<file path="src/rtl/addsub_pkg.sv">
// Shared width, counter sizing and FSM encoding for the bit-serial adder/subtractor.
package addsub_pkg;

  localparam int WIDTH = 15;

  // Counter must hold 0..WIDTH
  function automatic int cnt_w(input int w);
    return $clog2(w + 1);
  endfunction

  localparam int CNT_W = cnt_w(WIDTH);

  typedef enum logic [1:0] {
    IDLE = 2'd0,
    RUN  = 2'd1,
    DONE = 2'd2
  } state_t;

endpackage

</file>
<file path="src/rtl/serial_fa.sv">
// Single combinational full-adder cell shared by every bit position.
module serial_fa (
  input  logic a,
  input  logic b,
  input  logic cin,
  output logic s,
  output logic cout
);

  assign s    = a ^ b ^ cin;
  assign cout = (a & b) | (a & cin) | (b & cin);

endmodule

</file>
<file path="src/rtl/serial_addsub15.sv">
// Bit-serial two's complement add/subtract: one bit per clock, LSB first,
// one full-adder cell plus a carry flop; all outputs registered.
module serial_addsub15 #(
  parameter int WIDTH = addsub_pkg::WIDTH
) (
  input  logic             clk,
  input  logic             rst,
  input  logic             start,
  input  logic             sub,
  input  logic [WIDTH-1:0] a,
  input  logic [WIDTH-1:0] b,
  output logic             busy,
  output logic             done,
  output logic [WIDTH-1:0] result,
  output logic             cout,
  output logic             ovf
);
  import addsub_pkg::*;

  localparam int CW = cnt_w(WIDTH);
  localparam logic [CW-1:0] LAST = CW'(WIDTH - 1);

  state_t           state;
  logic [WIDTH-1:0] sh_a;
  logic [WIDTH-1:0] sh_b;
  logic [WIDTH-1:0] acc;
  logic             carry;
  logic [CW-1:0]    cnt;
  logic             fa_s;
  logic             fa_co;

  serial_fa u_fa (
    .a    (sh_a[0]),
    .b    (sh_b[0]),
    .cin  (carry),
    .s    (fa_s),
    .cout (fa_co)
  );

  always_ff @(posedge clk) begin
    if (rst) begin
      state  <= IDLE;
      busy   <= 1'b0;
      done   <= 1'b0;
      result <= '0;
      cout   <= 1'b0;
      ovf    <= 1'b0;
      carry  <= 1'b0;
      cnt    <= '0;
      sh_a   <= '0;
      sh_b   <= '0;
      acc    <= '0;
    end else begin
      done <= 1'b0;
      case (state)
        IDLE, DONE: begin
          if (start) begin
            // Subtract as A + ~B + 1: invert B now, inject the +1 via the carry flop
            sh_a  <= a;
            sh_b  <= sub ? ~b : b;
            carry <= sub;
            cnt   <= '0;
            acc   <= '0;
            busy  <= 1'b1;
            state <= RUN;
          end else begin
            state <= IDLE;
          end
        end
        RUN: begin
          sh_a  <= sh_a >> 1;
          sh_b  <= sh_b >> 1;
          acc   <= {fa_s, acc[WIDTH-1:1]};
          carry <= fa_co;
          cnt   <= cnt + 1'b1;
          if (cnt == LAST) begin
            // carry still holds the carry into the MSB here
            result <= {fa_s, acc[WIDTH-1:1]};
            cout   <= fa_co;
            ovf    <= carry ^ fa_co;
            done   <= 1'b1;
            busy   <= 1'b0;
            state  <= DONE;
          end
        end
        default: begin
          busy  <= 1'b0;
          state <= IDLE;
        end
      endcase
    end
  end

endmodule
</file>
<file path="config.mk">
export PLATFORM = sky130hd
export DESIGN_NAME = serial_addsub15
export DESIGN_NICKNAME = d
export VERILOG_FILES = /design/src/rtl/addsub_pkg.sv /design/src/rtl/serial_fa.sv /design/src/rtl/serial_addsub15.sv
export SDC_FILE = /design/constraint.sdc
export NUM_CORES = 1
export LEC_CHECK = 0
export ABC_AREA = 0
export BUFFER_PORTS_ARGS = -buffer_cell sky130_fd_sc_hd__buf_2
export CAP_MARGIN = 20
export CORE_MARGIN = 10
export CORE_UTILIZATION = 35
export CTS_CLUSTER_DIAMETER = 50
export DETAILED_ROUTE_END_ITERATION = 8
export SLEW_MARGIN = 20
export SYNTH_ARGS = -nofsm -noshare
export SYNTH_HDL_FRONTEND = slang
export SYNTH_SLANG_ARGS = --single-unit
export TNS_END_PERCENT = 100
</file>
<file path="constraint.sdc">
create_clock -name clk -period 1.51 [get_ports clk]
set_input_delay 0.151 -clock clk [delete_from_list [all_inputs] [get_ports clk]]
set_output_delay 0.151 -clock clk [all_outputs]
set_load 0.01 [all_outputs]
</file>
# After elaboration in Yosys (flattened, before gate mapping)
# Cells that the tools add are included.
[word_totals]
ff_bits = 71
input_bits = 34
elab_cells = 52
[op_classes]
addsub = 1
n_eq_ne = 5
mux = 18
bitwise_logic = 10
n_reduce_logical = 7
[op_table]
columns = ["op", "n"]
rows = [
  ["$pmux W15 S2", 3],
  ["$mux W15", 4],
  ["$not A15 Y15", 1],
  ["$pmux W4 S2", 1],
  ["$reduce_and A2 Y1", 3],
  ["$mux W1", 5],
  ["$add A4 B1 Y4 const B", 1],
  ["$eq A4 B4 Y1 const B", 1],
  ["$mux W4", 1],
  ["$ne A2 B2 Y1 const B", 2],
  ["$pmux W1 S2", 2],
  ["$pmux W2 S2", 1],
  ["$reduce_or A2 Y1", 2],
  ["$and A1 B1 Y1", 3],
  ["$xor A1 B1 Y1", 3],
  ["$eq A2 B1 Y1 const B", 1],
  ["$eq A2 B2 Y1 const B", 1],
  ["$logic_not A2 Y1", 1],
  ["$mux W2", 1],
  ["$or A1 B1 Y1", 2],
  ["$reduce_bool A2 Y1", 1],
  ["$not A1 Y1", 1],
]

# Longest topological paths before layout
# Gate-level depths: netlist (run 1).
[logic_depth]
ltp_word = 4
mapped_depth = 6

# By module
# From an unflattened synthesis (run 1), not the netlist that was laid out.
[unflattened]
hier_cells = 304
area_unflattened_um2 = 2842.7
[by_module_without_submodules]
columns = ["mod", "n_inst", "cells_per_inst", "area_each_um2", "seq_area_each_um2"]
rows = [
  ["serial_addsub15", 1, 303, 2822.7, 1401.3],
  ["serial_fa", 1, 1, 20.0, 0.0],
]

# Least setup slack after synthesis (run 1)
# Ideal clock, no wire load.
[synth_timing]
kind = "reg2reg"
from = "register cnt[0]"
to = "register result[10]"
arrival_time_ns = 1.333
t_required_ns = 1.451
setup_slack_ns = 0.118
path_stages_with_launch = 7
synth_period_minus_slack_ns = 1.392
path_cell_list = "dfxtp_1 -> inv_1 -> ha_1 -> and3_1 -> a21oi_4 -> buf_4 -> a22o_1"
[synth_between]
elab_chain_cells = 2
[synth_rtl]
columns = ["element", "line_no", "text"]
rows = [
  ["start: declaration", "serial_addsub15.sv:28", "logic [CW-1:0] cnt;"],
  ["start signal: assignment", "serial_addsub15.sv:75", "cnt <= cnt + 1'b1;"],
  ["$eq A4 B4 Y1", "serial_addsub15.sv:76", "if (cnt == LAST) begin"],
  ["$reduce_and A2 Y1 (no source line)", "--", ""],
  ["end signal: assignment", "serial_addsub15.sv:78", "result <= {fa_s, acc[WIDTH-1:1]};"],
  ["end: declaration", "serial_addsub15.sv:14", "output logic [WIDTH-1:0] result,"],
]
# Every way passes these cells.
# A chain may end at the register's enable or synchronous reset.

# Worst setup path in the final report (run 1)
[layout_timing]
from = "register cnt[0]"
to = "register busy"
[layout_between]
elab_chain_cells = 3
[layout_rtl]
columns = ["element", "line_no", "text"]
rows = [
  ["$eq A4 B4 Y1", "serial_addsub15.sv:76", ""],
  ["$ne A2 B2 Y1 (no source line)", "--", ""],
  ["$reduce_and A2 Y1 (no source line)", "--", ""],
  ["end signal: assignment", "serial_addsub15.sv:64", "busy <= 1'b1;"],
  ["end signal: assignment", "serial_addsub15.sv:82", "busy <= 1'b0;"],
  ["end signal: assignment", "serial_addsub15.sv:87", "busy <= 1'b0;"],
  ["end: declaration", "serial_addsub15.sv:12", "output logic busy,"],
]
# Every way passes these cells.

==> metrics, run 1 <==
fraction of registers with async set/reset 0%; H-tree depth 3; Chip Width 111 um; effective utilization at floorplan 36.6%; VDD IR max 677 uV; pre-CTS setup slack 0.104 ns; Total Wirelength 6810 um; leakage dissipation 1.36 nW; DRC 0; RD Place Congestion 0.770; synthesized area 0.00287 sq mm; worst hold stages 3; Post-Layout Cell Count 465; DR pass1 iterations 4; die area 0.0122 sq mm; most common cell after layout, fill and taps aside dfxtp_1; max-slew violations 0; HP Start a[14]; Rows 32; DR WL/cell 14.6 um; crit path kind register to register; largest net degree at the start of global routing 27; RSZ-0062 raised after global routing no; crit end category register; Avg Vias per Cell 5.12; Setup WS post-layout 0.138 ns; diode count 0; dpl hpwl 4750 um; share of the yosys chip area belonging to registers 48.8%; setup violators final 0; setup bufs post-CTS 0; Worst-path clk slew 0.08 ns; WL met3 472 um; area leader, netlist dfxtp_1; relative slew slack 81.6%; Power per Cell Area 1110 mW/mm^2; Ports 53; vias in the first global route 2,435; Data arrival, critical path 1.65 ns; Most used DFF post-synth dfxtp_1; Worst EP required 1.78 ns; Starting DRT DRC Count 111; Area Overhead vs Synth 21.0%; top layer in use met4; worst-skew pair later-pin latency 0.35 ns; total CTS buffers 9; Remaining Overflow, GRT 0; placed cell count 449; CTS Sinks 70; count of cell types in the netlist 37; core area 0.00785 sq mm; global-route wire length before repair 11,800 um; worst hold endpoint sh_a[14]; fmax 729 MHz; Hold Violations, Final 0; Tmin final 1.37 ns; syn_nets 341; Mapped Cells 304; Final Cycle Share 90.8%; IO buf count 52; Synth Area per Inst 9.44 sq um; R2R setup slack 0.14 ns; Root Driver clkbuf_8; most frequent cells in the layout 69 x dfxtp_1, 52 x buf_2, 50 x a21oi_1; top post-synthesis cells by area dfxtp_1 49%, a21oi_1 8.7%, nand3_1 8.5%; routed length on met1 3010 um; GRT Total Usage 11.3%; Max Buffers Root-to-Sink 2; Tightest Hold Check Type input port to register; fin nets 395; initial antenna violation count 0; reg2reg end busy; worst-margin pin slew 0.276 ns; startpoint types register; die height 111 um; Vias 2,381; Post-synth EDFFs 0; Final ANT Viol Nets 0; #FFs+latches synth 70; CTS tree done; setup_tns 0 ns; post-synth top area share 48.8%; Max-Cap Viols 0; layout cell share with drive strength beyond 1 27.5%; worst reg2reg path startpoint cnt[0]; outcome completed; FF-to-FF path depth 6; wire length on met2 3260 um; Tot Pwr 3.84 mW; Max FO, Critical Path 4; Clock Skew 0.0107 ns; Ys Warns 0
## critical path: stages (launching register included)
cell     delay, ns
dfxtp_2       0.35
inv_1         0.06
ha_1          0.20
and3_1        0.22
buf_4         0.16
o21a_1        0.16
nor3_1        0.15
## through the flow
stage	instance area, sq um	utilization [%]	hold slack (ns)
after floorplan	2870	-	0.287
after global placement	3280	41.8	0.395
after detailed placement	3280	41.8	0.410
after CTS	3470	44.2	0.0252
after global routing	3470	44.2	0.0589
final	3470	44.2	0.0391
## flip-flops by register name (all words and copies together), names as in the netlist
signal,flops
ovf,1
done,1
cout,1
busy,1
cnt,4
acc,14
result,15
sh_a,15
state,2
carry,1
sh_b,15
## layout make-up
cell class                 instances  area, sq um
tap                              102          128
inverter                           1         3.75
clock buffer                       9          124
clock inverter                     7         65.1
sequential                        70         1400
multi-input combinational        203         1290
timing repair buffer              73          455
fill                             832         4380
## cell families (layout without fill, tap and decap cells)
logic type                 after synthesis  in the layout  synth area share, %
muxes                                    2              2                0.741
AOI/OAI and AO/OA                       99             99                 22.9
xor gates and xnor gates                16             16                 4.88
adders and majority gates                3              3                 1.57
buffers and inverters                   31             90                 6.32
and+or+nand+nor                         83             83                 14.7
DFF                                     70             70                 48.8
## worst max path at each step
stage                         from         end  slack (ns)  cells after the start
after floorplan             cnt[0]  result[10]        0.12                      6
after global placement      cnt[0]        busy        0.16                      6
after detailed placement    cnt[0]        busy        0.10                      6
after CTS                   cnt[0]        busy        0.09                      6
after global routing      state[0]     sh_a[0]       0.003                      4
final                       cnt[0]        busy        0.14                      6
## cell usage after synthesis, types with 2 or more instances
cell,count
buf_4,8
a21oi_1,50
nor2_1,3
clkbuf_1,6
o21ai_0,2
a22oi_2,2
nand3_1,49
xor2_1,15
a22oi_1,26
nand2b_1,2
a22o_1,15
buf_2,10
dfxtp_1,70
ha_1,2
buf_1,3
nor3_1,2
buf_6,3
nand2_1,17
## where the power goes
| part | switching (mW) | total, mW | internal (mW) |
|---|---|---|---|
| sequential | 0.0467 | 1.97 | 1.92 |
| clock | 0.790 | 1.42 | 0.635 |
| combinational | 0.259 | 0.452 | 0.193 |
| total | 1.10 | 3.84 | 2.75 |
## layer usage
| metal | vias to the layer above | GRT usage [%] |
|---|---|---|
| li1 | 1208 | - |
| met2 | 54 | 18.2 |
| met5 | - | 0 |
| met4 | 0 | 3.20 |
| met3 | 7 | 5.02 |
| met1 | 1112 | 13.2 |
## timing repair
action / 4_1_cts / 5_1_grt
resized for setup: 0 / 1
hold buffers: 0 / 0
setup endpoints to repair: 0 / 1
Note: power is estimated with default switching activity, not from simulation.
==> run 2: changes to the inputs <==
--- a/config.mk
+++ b/config.mk
@@ -10,7 +10,7 @@
 export CAP_MARGIN = 20
 export CORE_MARGIN = 10
 export CORE_UTILIZATION = 35
-export CTS_CLUSTER_DIAMETER = 50
+export CTS_CLUSTER_DIAMETER = 200
 export DETAILED_ROUTE_END_ITERATION = 8
 export SLEW_MARGIN = 20
 export SYNTH_ARGS = -nofsm -noshare
==> constraint.sdc (replaced) <==
create_clock -name clk -period 1.6 [get_ports clk]
set_input_delay 0.16 -clock clk [delete_from_list [all_inputs] [get_ports clk]]
set_output_delay 0.16 -clock clk [all_outputs]
set_load 0.01 [all_outputs]
==> metrics, run 2 (synthesis results as in run 1) <==
global-route wire length before repair 11,600 um; Critical Path, Cell by Cell inv_1 > ha_1 > and3_1 > a21oi_4 > buf_12 > a22o_1; core area 0.00785 sq mm; Core Util, Final 43.6%; worst-skew pair later-pin latency 0.36 ns; dpl cell area 0.00322 sq mm; R2R setup slack 0.1 ns; Total Wirelength 6810 um; IO buf count 52; Hold Violations, Final 0; CP max-delay cell dfxtp_1; VDD IR max 474 uV; Clock Skew 0.0144 ns; setup violators final 0; relative slew slack 70.0%; FF-to-FF path depth 6; Filler Cell Count 804; Max Buffers Root-to-Sink 2; DRC 0; layout cell share with drive strength beyond 1 26.5%; initial antenna violation count 0; CP delay by family, top flip-flops; Final Cycle Share 93.9%; Starting DRT DRC Count 83; Worst-path clk slew 0.08 ns; GRT Total Usage 11.1%; worst reg2reg path startpoint cnt[0]; Remaining Overflow, GRT 0; Max-Cap Viols 0; leakage dissipation 1.33 nW; worst-margin pin slew 0.450 ns; most common cell after layout, fill and taps aside dfxtp_1; setup_tns 0 ns; die area 0.0122 sq mm; RSZ-0062 raised after global routing no; CTS Sinks 70; Vias 2,376; crit end category register; Final Cell Area 0.00342 sq mm; vias in the first global route 2,480; max incr delay on CP 0.39 ns; largest net degree at the start of global routing 28; fin nets 391; Tmin final 1.50 ns; Data arrival, critical path 1.79 ns; crit path to result[3]; outcome completed; Reg area 0.00140 sq mm; Critical Path Source cnt[0]; Root Driver clkbuf_8; Rows 32; Avg Vias per Cell 5.15; effective utilization at floorplan 36.6%; Tightest Hold Check Type input port to register; H-tree depth 3; DR WL/cell 14.8 um; DR pass1 iterations 4; Post-Route Hold Slack 0.0453 ns; CTS tree done; Final ANT Viol Nets 0; fmax 666 MHz; startpoint types register; Ports 53; crit path kind register to register; Worst Path Buf+Inv 2; dpl hpwl 4610 um; total CTS buffers 9; max-slew violations 0; Worst EP required 1.89 ns; most frequent cells in the layout 70 x dfxtp_1, 52 x buf_2, 50 x a21oi_1; diode count 0; Area Overhead vs Synth 19.3%; Tot Pwr 3.60 mW; Chip Width 111 um; Max FO, Critical Path 15; Power per Cell Area 1050 mW/mm^2; Top Registers result x15, sh_a x15, sh_b x15; die height 111 um; multi-input logic area 0.00129 sq mm; RD Place Congestion 0.747; Stages on worst setup path 6; reg2reg end result[3]
[run 2: cell types whose count changed in the layout (fill, tap and decap cells not counted)]
| cell | change |
|---|---|
| inv_6 | +2 |
| dfxtp_2 | -1 |
| clkinv_4 | -2 |
| dfxtp_1 | +1 |
| clkinvlp_4 | +1 |
| buf_12 | -1 |
| buf_4 | -3 |
| inv_8 | -1 |
[run 2: how the worst min path moves through the flow]
stage	startpoint	to	slack, ns	cells past startpoint
floorplan	a[14]	sh_a[14]	0.30	2
global placement	a[14]	sh_a[14]	0.40	3
detailed placement	a[14]	sh_a[14]	0.41	3
CTS	a[14]	sh_a[14]	0.03	3
global route	a[14]	sh_a[14]	0.05	3
finish	a[14]	sh_a[14]	0.05	3
[run 2: where the power goes]
group | internal, mW | switching, mW
clock | 0.594 | 0.742
sequential | 1.81 | 0.0431
combinational | 0.169 | 0.245
[run 2: timing repair]
item                                    in CTS  in global routing
buffers inserted                             0                  2
hold buffers                                 0                  0
gates resized for setup                      0                  0
endpoints found under the setup margin       0                 15
[run 2: final cells by class]
type,count,area share (%)
Clock buffer,9,3.62
Clock inverter,7,1.79
Inverter,1,0.110
Multi-Input combinational cell,203,37.8
Sequential cell,70,40.9
Tap cell,102,3.73
Timing Repair Buffer,69,12.1
[run 2: worst reg2reg max path, delay by kind of cell, from the launching register on]
family                   cells  cell delay, ns
AO/OA/AOI/OAI                2            0.33
adder cells (fa/ha/maj)      1            0.21
buffers and inverters        2            0.23
AND/OR/NAND/NOR              1            0.28
flip-flops                   1            0.39
[run 2: per-layer routing]
layer	track usage (%)	wire length (um)
met1	12.9	3190
met2	17.8	3150
met3	3.67	353
met4	5.18	114
met5	0	0
[run 2: per-stage QoR]
step / instances / setup slack, ns
2_1_floorplan: 304 / 0.208
3_3_place_gp: 443 / 0.0837
3_5_place_dp: 443 / 0.0443
4_1_cts: 459 / 0.0276
5_1_grt: 461 / 0.00741
6_report: 461 / 0.0976
